`config.mk`:
```
export PLATFORM = sky130hd
export DESIGN_NAME = reg_if_arbiter
export DESIGN_NICKNAME = d
export VERILOG_FILES = /design/src/rtl/reg_arb_pkg.sv /design/src/rtl/reg_arb_rr_pick.sv /design/src/rtl/reg_if_arbiter.sv
export SDC_FILE = /design/constraint.sdc
export NUM_CORES = 1
export LEC_CHECK = 0
export ABC_AREA = 1
export BUFFER_PORTS_ARGS = -buffer_cell sky130_fd_sc_hd__clkbuf_2
export CAP_MARGIN = 10
export CORE_UTILIZATION = 42
export CTS_CLUSTER_SIZE = 28
export DETAILED_ROUTE_END_ITERATION = 10
export GPL_TIMING_DRIVEN = 0
export PLACE_DENSITY = 0.79
export SLEW_MARGIN = 0
export SYNTH_ARGS = -nofsm -noshare
export SYNTH_HDL_FRONTEND = slang
export SYNTH_SLANG_ARGS = --single-unit
export TNS_END_PERCENT = 1
```
`constraint.sdc`:
```
create_clock -name clk_i -period 3 [get_ports clk_i]
set_clock_uncertainty 0.15 [all_clocks]
set_input_delay 0.45 -clock clk_i [delete_from_list [all_inputs] [get_ports clk_i]]
set_output_delay 0.45 -clock clk_i [all_outputs]
set_load 0.01 [all_outputs]
```
`src/rtl/reg_arb_pkg.sv`:
```
// Shared definitions for the register-interface arbiter.
//   state_e          : arbiter FSM states
//   RSP_TIMEOUT_DATA : read data returned with a timed-out response
package reg_arb_pkg;

   typedef enum logic [1:0] {
      IDLE    = 2'd0,
      WR_RSP  = 2'd1,
      RD_WAIT = 2'd2,
      RD_RSP  = 2'd3
   } state_e;

   // Wide enough for any sensible register width; users truncate to RegDw.
   localparam logic [255:0] RSP_TIMEOUT_DATA = '0;

endpackage

```
`src/rtl/reg_arb_rr_pick.sv`:
```
// Combinational round-robin picker.
//   req_i : per-requester request vector
//   ptr_i : index of the highest-priority requester this cycle
//   gnt_o : one-hot winner (all zero when nothing is requested)
//   idx_o : binary index of the winner (0 when nothing is requested)
module reg_arb_rr_pick #(
   parameter int unsigned NumReq = 2,
   localparam int unsigned IdxW  = $clog2(NumReq)
) (
   input  logic [NumReq-1:0] req_i,
   input  logic [IdxW-1:0]   ptr_i,
   output logic [NumReq-1:0] gnt_o,
   output logic [IdxW-1:0]   idx_o
);

   int   cand;
   logic found;

   // NOTE: every variable written in an always_comb gets a default first, so
   // no path through the block leaves it unassigned and no latch is inferred.
   always_comb begin
      idx_o = '0;
      found = 1'b0;
      cand  = 0;
      // Scan from the pointer upward, wrapping once; first hit wins.
      for (int i = 0; i < int'(NumReq); i++) begin
         cand = int'(ptr_i) + i;
         if (cand >= int'(NumReq)) begin
            cand = cand - int'(NumReq);
         end
         if (!found && req_i[IdxW'(cand)]) begin
            found = 1'b1;
            idx_o = IdxW'(cand);
         end
      end
      gnt_o = found ? (NumReq'(1) << idx_o) : '0;
   end

endmodule

```
`src/rtl/reg_if_arbiter.sv`:
```
// Shares one register interface among NumReq requesters (TL-UL register
// adapter, LLKI key-load engine). Round-robin grant, one transaction in
// flight, read latency bounded by a timeout that forces an error response.
//   clk_i, rst_i         : clock, asynchronous active-high reset
//   req_i/we_i/addr_i/wdata_i/be_i : per-requester request, held until gnt_o
//   gnt_o                : one-hot acceptance pulse
//   rsp_valid_o          : one-hot response pulse to the granted requester
//   rsp_rdata_o/rsp_error_o : shared response payload, valid with rsp_valid_o
//   re_o/we_o/addr_o/wdata_o/be_o : downstream strobes and winner's request
//   rdata_i/rdata_valid_i/error_i : downstream read data, its valid, error
//   spurious_o           : pulse when rdata_valid_i arrives with no read pending
module reg_if_arbiter
   import reg_arb_pkg::*;
#(
   parameter int unsigned NumReq        = 2,
   parameter int unsigned RegAw         = 8,
   parameter int unsigned RegDw         = 32,
   parameter int unsigned TimeoutCycles = 256
) (
   input  logic                           clk_i,
   input  logic                           rst_i,
   input  logic [NumReq-1:0]              req_i,
   input  logic [NumReq-1:0]              we_i,
   input  logic [NumReq*RegAw-1:0]        addr_i,
   input  logic [NumReq*RegDw-1:0]        wdata_i,
   input  logic [NumReq*(RegDw/8)-1:0]    be_i,
   output logic [NumReq-1:0]              gnt_o,
   output logic [NumReq-1:0]              rsp_valid_o,
   output logic [RegDw-1:0]               rsp_rdata_o,
   output logic                           rsp_error_o,
   output logic                           re_o,
   output logic                           we_o,
   output logic [RegAw-1:0]               addr_o,
   output logic [RegDw-1:0]               wdata_o,
   output logic [RegDw/8-1:0]             be_o,
   input  logic [RegDw-1:0]               rdata_i,
   input  logic                           rdata_valid_i,
   input  logic                           error_i,
   output logic                           spurious_o
);

   localparam int unsigned IdxW = $clog2(NumReq);
   localparam int unsigned CntW = $clog2(TimeoutCycles + 1);
   localparam int unsigned BeW  = RegDw / 8;

   state_e            state_q, state_d;
   logic [IdxW-1:0]   ptr_q, ptr_d;
   logic [IdxW-1:0]   win_q, win_d;
   logic              err_q, err_d;
   logic [RegDw-1:0]  rdata_q, rdata_d;
   logic [CntW-1:0]   cnt_q, cnt_d;
   logic              spurious_q, spurious_d;

   logic [NumReq-1:0] pick_gnt;
   logic [IdxW-1:0]   pick_idx;
   logic              issue;
   logic              pick_we;

   reg_arb_rr_pick #(.NumReq(NumReq)) u_pick (
      .req_i (req_i),
      .ptr_i (ptr_q),
      .gnt_o (pick_gnt),
      .idx_o (pick_idx)
   );

   // Reset is folded in so the combinational outputs read 0 while it is held.
   assign issue   = (state_q == IDLE) && (|req_i) && !rst_i;
   assign pick_we = |(we_i & pick_gnt);

   always_comb begin
      state_d    = state_q;
      ptr_d      = ptr_q;
      win_d      = win_q;
      err_d      = err_q;
      rdata_d    = rdata_q;
      cnt_d      = cnt_q;
      // Data arriving when no read is waiting is dropped and flagged.
      spurious_d = rdata_valid_i && (state_q != RD_WAIT);
      unique case (state_q)
         IDLE: begin
            if (issue) begin
               win_d   = pick_idx;
               err_d   = error_i;
               rdata_d = '0;
               ptr_d   = (pick_idx == IdxW'(NumReq - 1)) ? '0 : pick_idx + IdxW'(1);
               if (pick_we) begin
                  state_d = WR_RSP;
               end else begin
                  state_d = RD_WAIT;
                  cnt_d   = '0;
               end
            end
         end
         WR_RSP: state_d = IDLE;
         RD_WAIT: begin
            // Data beats expiry when both land in the same cycle.
            if (rdata_valid_i) begin
               rdata_d = rdata_i;
               state_d = RD_RSP;
            end else if (cnt_q == CntW'(TimeoutCycles - 1)) begin
               rdata_d = RSP_TIMEOUT_DATA[RegDw-1:0];
               err_d   = 1'b1;
               state_d = RD_RSP;
            end else begin
               cnt_d = cnt_q + CntW'(1);
            end
         end
         RD_RSP:  state_d = IDLE;
         default: state_d = IDLE;
      endcase
   end

   // Downstream request: winner's fields, zero whenever nothing issues.
   always_comb begin
      gnt_o   = '0;
      re_o    = 1'b0;
      we_o    = 1'b0;
      addr_o  = '0;
      wdata_o = '0;
      be_o    = '0;
      if (issue) begin
         gnt_o = pick_gnt;
         we_o  = pick_we;
         re_o  = !pick_we;
         for (int i = 0; i < int'(NumReq); i++) begin
            if (pick_gnt[i]) begin
               addr_o  = addr_i[i*RegAw +: RegAw];
               wdata_o = wdata_i[i*RegDw +: RegDw];
               be_o    = be_i[i*BeW +: BeW];
            end
         end
      end
   end

   always_comb begin
      rsp_valid_o = '0;
      rsp_rdata_o = '0;
      rsp_error_o = 1'b0;
      if (state_q == WR_RSP || state_q == RD_RSP) begin
         rsp_valid_o = NumReq'(1) << win_q;
         rsp_error_o = err_q;
         rsp_rdata_o = (state_q == RD_RSP) ? rdata_q : '0;
      end
   end

   assign spurious_o = spurious_q;

   // NOTE: state is updated with non-blocking assignments so every flop
   // samples the pre-edge values, independent of statement order.
   always_ff @(posedge clk_i or posedge rst_i) begin
      if (rst_i) begin
         state_q    <= IDLE;
         ptr_q      <= '0;
         win_q      <= '0;
         err_q      <= 1'b0;
         rdata_q    <= '0;
         cnt_q      <= '0;
         spurious_q <= 1'b0;
      end else begin
         state_q    <= state_d;
         ptr_q      <= ptr_d;
         win_q      <= win_d;
         err_q      <= err_d;
         rdata_q    <= rdata_d;
         cnt_q      <= cnt_d;
         spurious_q <= spurious_d;
      end
   end

endmodule

```
==> tab_implementation.tex <==
\begin{tabular}{lr}
\hline
Metric & Value \\
\hline
\multicolumn{2}{l}{\textbf{Status}} \\
Run status & completed \\
\multicolumn{2}{l}{\textbf{Logic synthesis}} \\
Cell type with the highest aggregate area in the netlist & dfrtp\_1 \\
Synthesized Nets & 564 \\
Distinct cell type count of the synthesized netlist & 30 \\
Average footprint of a synthesized cell & 6.962 um\^{}2 \\
Number of warning messages in the yosys log & 0 \\
Synthesized instance count & 434 \\
Biggest area contributors in the synthesized netlist & dfrtp\_1 (39\%), nand2\_1 (25\%), o21ai\_2 (8.7\%) \\
Portion of synthesized cell area occupied by the leading cell type & 38.92\% \\
Flop and latch count out of synthesis & 47 \\
Portion of the post-synthesis area used by sequential elements & 38.92\% \\
Total standard cell area after synthesis & 3022 um\^{}2 \\
\multicolumn{2}{l}{\textbf{Route}} \\
Via count & 3408 \\
Aggregate routed wire length & 8.656 mm \\
Average via count per standard cell & 4.544 \\
Detailed router's first-iteration violation count & 90 \\
DRC & 0 \\
Post-route antenna net violation count & 0 \\
Routed len/inst & 11.54 um \\
First-pass iteration count of the detailed router & 4 \\
\multicolumn{2}{l}{\textbf{Power}} \\
Switching Power & 1.247 mW \\
Clock share of power & 15.9\% \\
Worst vdd rail ir drop & 0.3151 mV \\
Net switching share of the total power & 41.97\% \\
Share of total power in combinational logic & 50.3\% \\
Power density over cell area & 685.5 nW/um\^{}2 \\
Sequential share of power & 33.8\% \\
Overall Power & 2.972 mW \\
Leakage power total & 2.591 nW \\
Cell-internal power & 1.725 mW \\
\multicolumn{2}{l}{\textbf{Layout}} \\
Most frequent cells in the layout & clkbuf\_2 (211), nand2\_1 (198), dfrtp\_1 (47) \\
Layout cell share with drive strength beyond 1 & 42.81\% \\
Area of the multi-input gates & 1505 um\^{}2 \\
N\_diodes & 0 \\
Leading cell type in the layout, fill and taps excluded & clkbuf\_2 \\
Number of nets in the final layout & 783 \\
Fill count & 652 \\
Post-synthesis to final-layout area growth & 43.48\% \\
Area occupied by registers & 1176 um\^{}2 \\
\multicolumn{2}{l}{\textbf{Placed design}} \\
Detailed-placement wirelength estimate & 7.301 mm \\
Worst Setup Slack post-DPL & 0.5402 ns \\
Total of buffers placed on input and output ports & 211 \\
Weighted congestion at the end of routability-driven global placement & 0.8047 \\
\multicolumn{2}{l}{\textbf{Global routing}} \\
Initial antenna violation count & 0 \\
Global-route wire length before repair & 13.67 mm \\
Largest net degree at the start of global routing & 33 \\
Global Route Usage Sum & 22.77\% \\
Aggregate global routing overflow & 0 \\
Via count of the first global-routing pass & 3169 \\
\multicolumn{2}{l}{\textbf{Floorplan}} \\
Die Y & 86.82 um \\
Area of the die & 7538 um\^{}2 \\
Die X & 86.82 um \\
Boundary Pins & 212 \\
Starting utilization of the core area & 43.99\% \\
Rows & 30 \\
Core area & 6869 um\^{}2 \\
\multicolumn{2}{l}{\textbf{Worst setup path}} \\
Worst-path fanout max & 10 \\
Arrival time at the worst endpoint & 1.86 ns \\
Reg2Reg Setup Slack & 0.79 ns \\
Type of origin of the critical path & register \\
Type of the setup path with the least slack & register to output port \\
Data required time of the critical path & 2.40 ns \\
Crit. End Element & output port \\
\multicolumn{2}{l}{\textbf{STA}} \\
Count of pins over their slew limit & 0 \\
Final Hold Fails & 0 \\
Final Setup Violations & 0 \\
Final Cycle Share & 81.90\% \\
Actual slew at the worst max-slew pin & 0.5090 ns \\
Fin crit period & 2.457 ns \\
Worst max-slew margin expressed relative to the limit & 66.07\% \\
Peak clock frequency supported by timing & 407.0 MHz \\
Unrepaired setup endpoints after global routing & no \\
Final WS setup & 0.5430 ns \\
\multicolumn{2}{l}{\textbf{CTS}} \\
Clock sink count & 47 \\
Post-CTS repair timing setup buffer count & 0 \\
Number of buffers inserted by hold repair at cts & 0 \\
CTS Root Buffer Type & clkbuf\_8 \\
H-Tree Depth & 2 \\
Clock-pin transition on the worst setup and hold timing paths & 0.09 ns \\
Skew-Pair Late Insertion Delay & 0.29 ns \\
Number of buffers on the longest clock path & 2 \\
CTS tree & done \\
CTS buffer count & 5 \\
Number of gates resized after cts & 0 \\
\multicolumn{2}{l}{\textbf{Job}} \\
Max-cap violations & 0 \\
\multicolumn{2}{l}{\textbf{Worst hold path}} \\
Class of the tightest hold or removal check & input port to asynchronous set/reset pin \\
\hline
\end{tabular}
[final cells by class]
type	count	area share [%]
buffer	18	3.521
timing repair buffer	212	24.82
tap	96	2.771
clock inverter	2	0.8081
multi-input combinational	319	34.72
sequential	47	27.13
inverter	50	4.329
clock buffer	6	1.905
[worst paths after layout]
path                              from           to  cells past startpoint
setup / recovery            state_q[1]  wdata_o[19]                      7
hold / removal                   rst_i   rdata_q[8]                      2
setup reg to reg              cnt_q[0]  rdata_q[13]                     12
hold reg to reg                  err_q        err_q                      2
max in group asynchronous        rst_i   rdata_q[7]                      3
min in group clk_i         rdata_i[18]  rdata_q[18]                      3
[sequential cells by signal (all words and copies together) (netlist names)]
register	flops
state_q	2
ptr_q	1
spurious_o	1
win_q	1
err_q	1
cnt_q	9
rdata_q	32
[synthesized netlist by cell type]
cell / instances
o21ai_4: 1
nand3_1: 11
xnor2_1: 1
clkbuf_1: 3
ha_1: 2
a21oi_1: 4
dfrtp_1: 47
nand3_4: 1
nor2_1: 46
inv_2: 3
o21ai_1: 5
nor2_4: 1
nor2_2: 1
nor3_1: 1
nand3_2: 1
o21ai_0: 7
nand4_1: 1
o21bai_1: 1
nand2_1: 198
nand2_2: 1
nand4_2: 1
or2_1: 1
nor2_8: 2
o21ai_2: 30
inv_1: 47
buf_2: 2
buf_4: 6
or2_2: 2
buf_6: 5
buf_8: 2
[critical path, cell delays in order, from the launching register on]
cell and delay (ns):
dfrtp_1 0.49, nor2_4 0.24, nand4_1 0.12, inv_2 0.16, buf_2 0.23, nand2_1 0.12, nand2_1 0.09, clkbuf_2 0.12
[routing by layer]
layer / up-vias / wire, um / track usage, %
met1: 1513 / 3700 / 27.45
li1: 1756 / - / -
met4: 0 / 55 / 5.455
met3: 8 / 530 / 4.286
met2: 131 / 4369 / 41.59
met5: - / 0 / 0
[power groups by stage]
stage          sequential, mW  combinational [mW]  clock, mW
2_1_floorplan           0.989                1.08          0
3_3_place_gp             1.00                1.47          0
3_5_place_dp             1.02                1.51          0
4_1_cts                  1.00                1.51      0.488
5_1_grt                  1.03                1.68      0.509
6_report                 1.00                1.49      0.473
[logic make-up (layout without fill, tap and decap cells)]
| family | after synthesis | after routing | synth area share (%) |
|---|---|---|---|
| adders and majority gates | 2 | 2 | 0.8280 |
| DFF | 47 | 47 | 38.92 |
| buffers and inverters | 68 | 288 | 11.26 |
| xor gates and xnor gates | 1 | 1 | 0.2899 |
| AOI/OAI and AO/OA | 48 | 48 | 12.13 |
| and+or+nand+nor | 268 | 268 | 36.56 |
[metrics by stage]
stage / cell area, um^2 / cells / hold slack, ns / setup TNS (ns) / util (%)
floorplan: 3022 / 434 / 0.3029 / 0 / -
global placement: 4198 / 741 / 0.3186 / -26.57 / 61.11
detailed placement: 4218 / 742 / 0.3377 / 0 / 61.40
CTS: 4335 / 750 / 0.04279 / 0 / 63.11
global route: 4335 / 750 / 0.05925 / 0 / 63.11
finish: 4335 / 750 / 0.03743 / 0 / 63.11
Note: power is estimated with default switching activity, not from simulation.
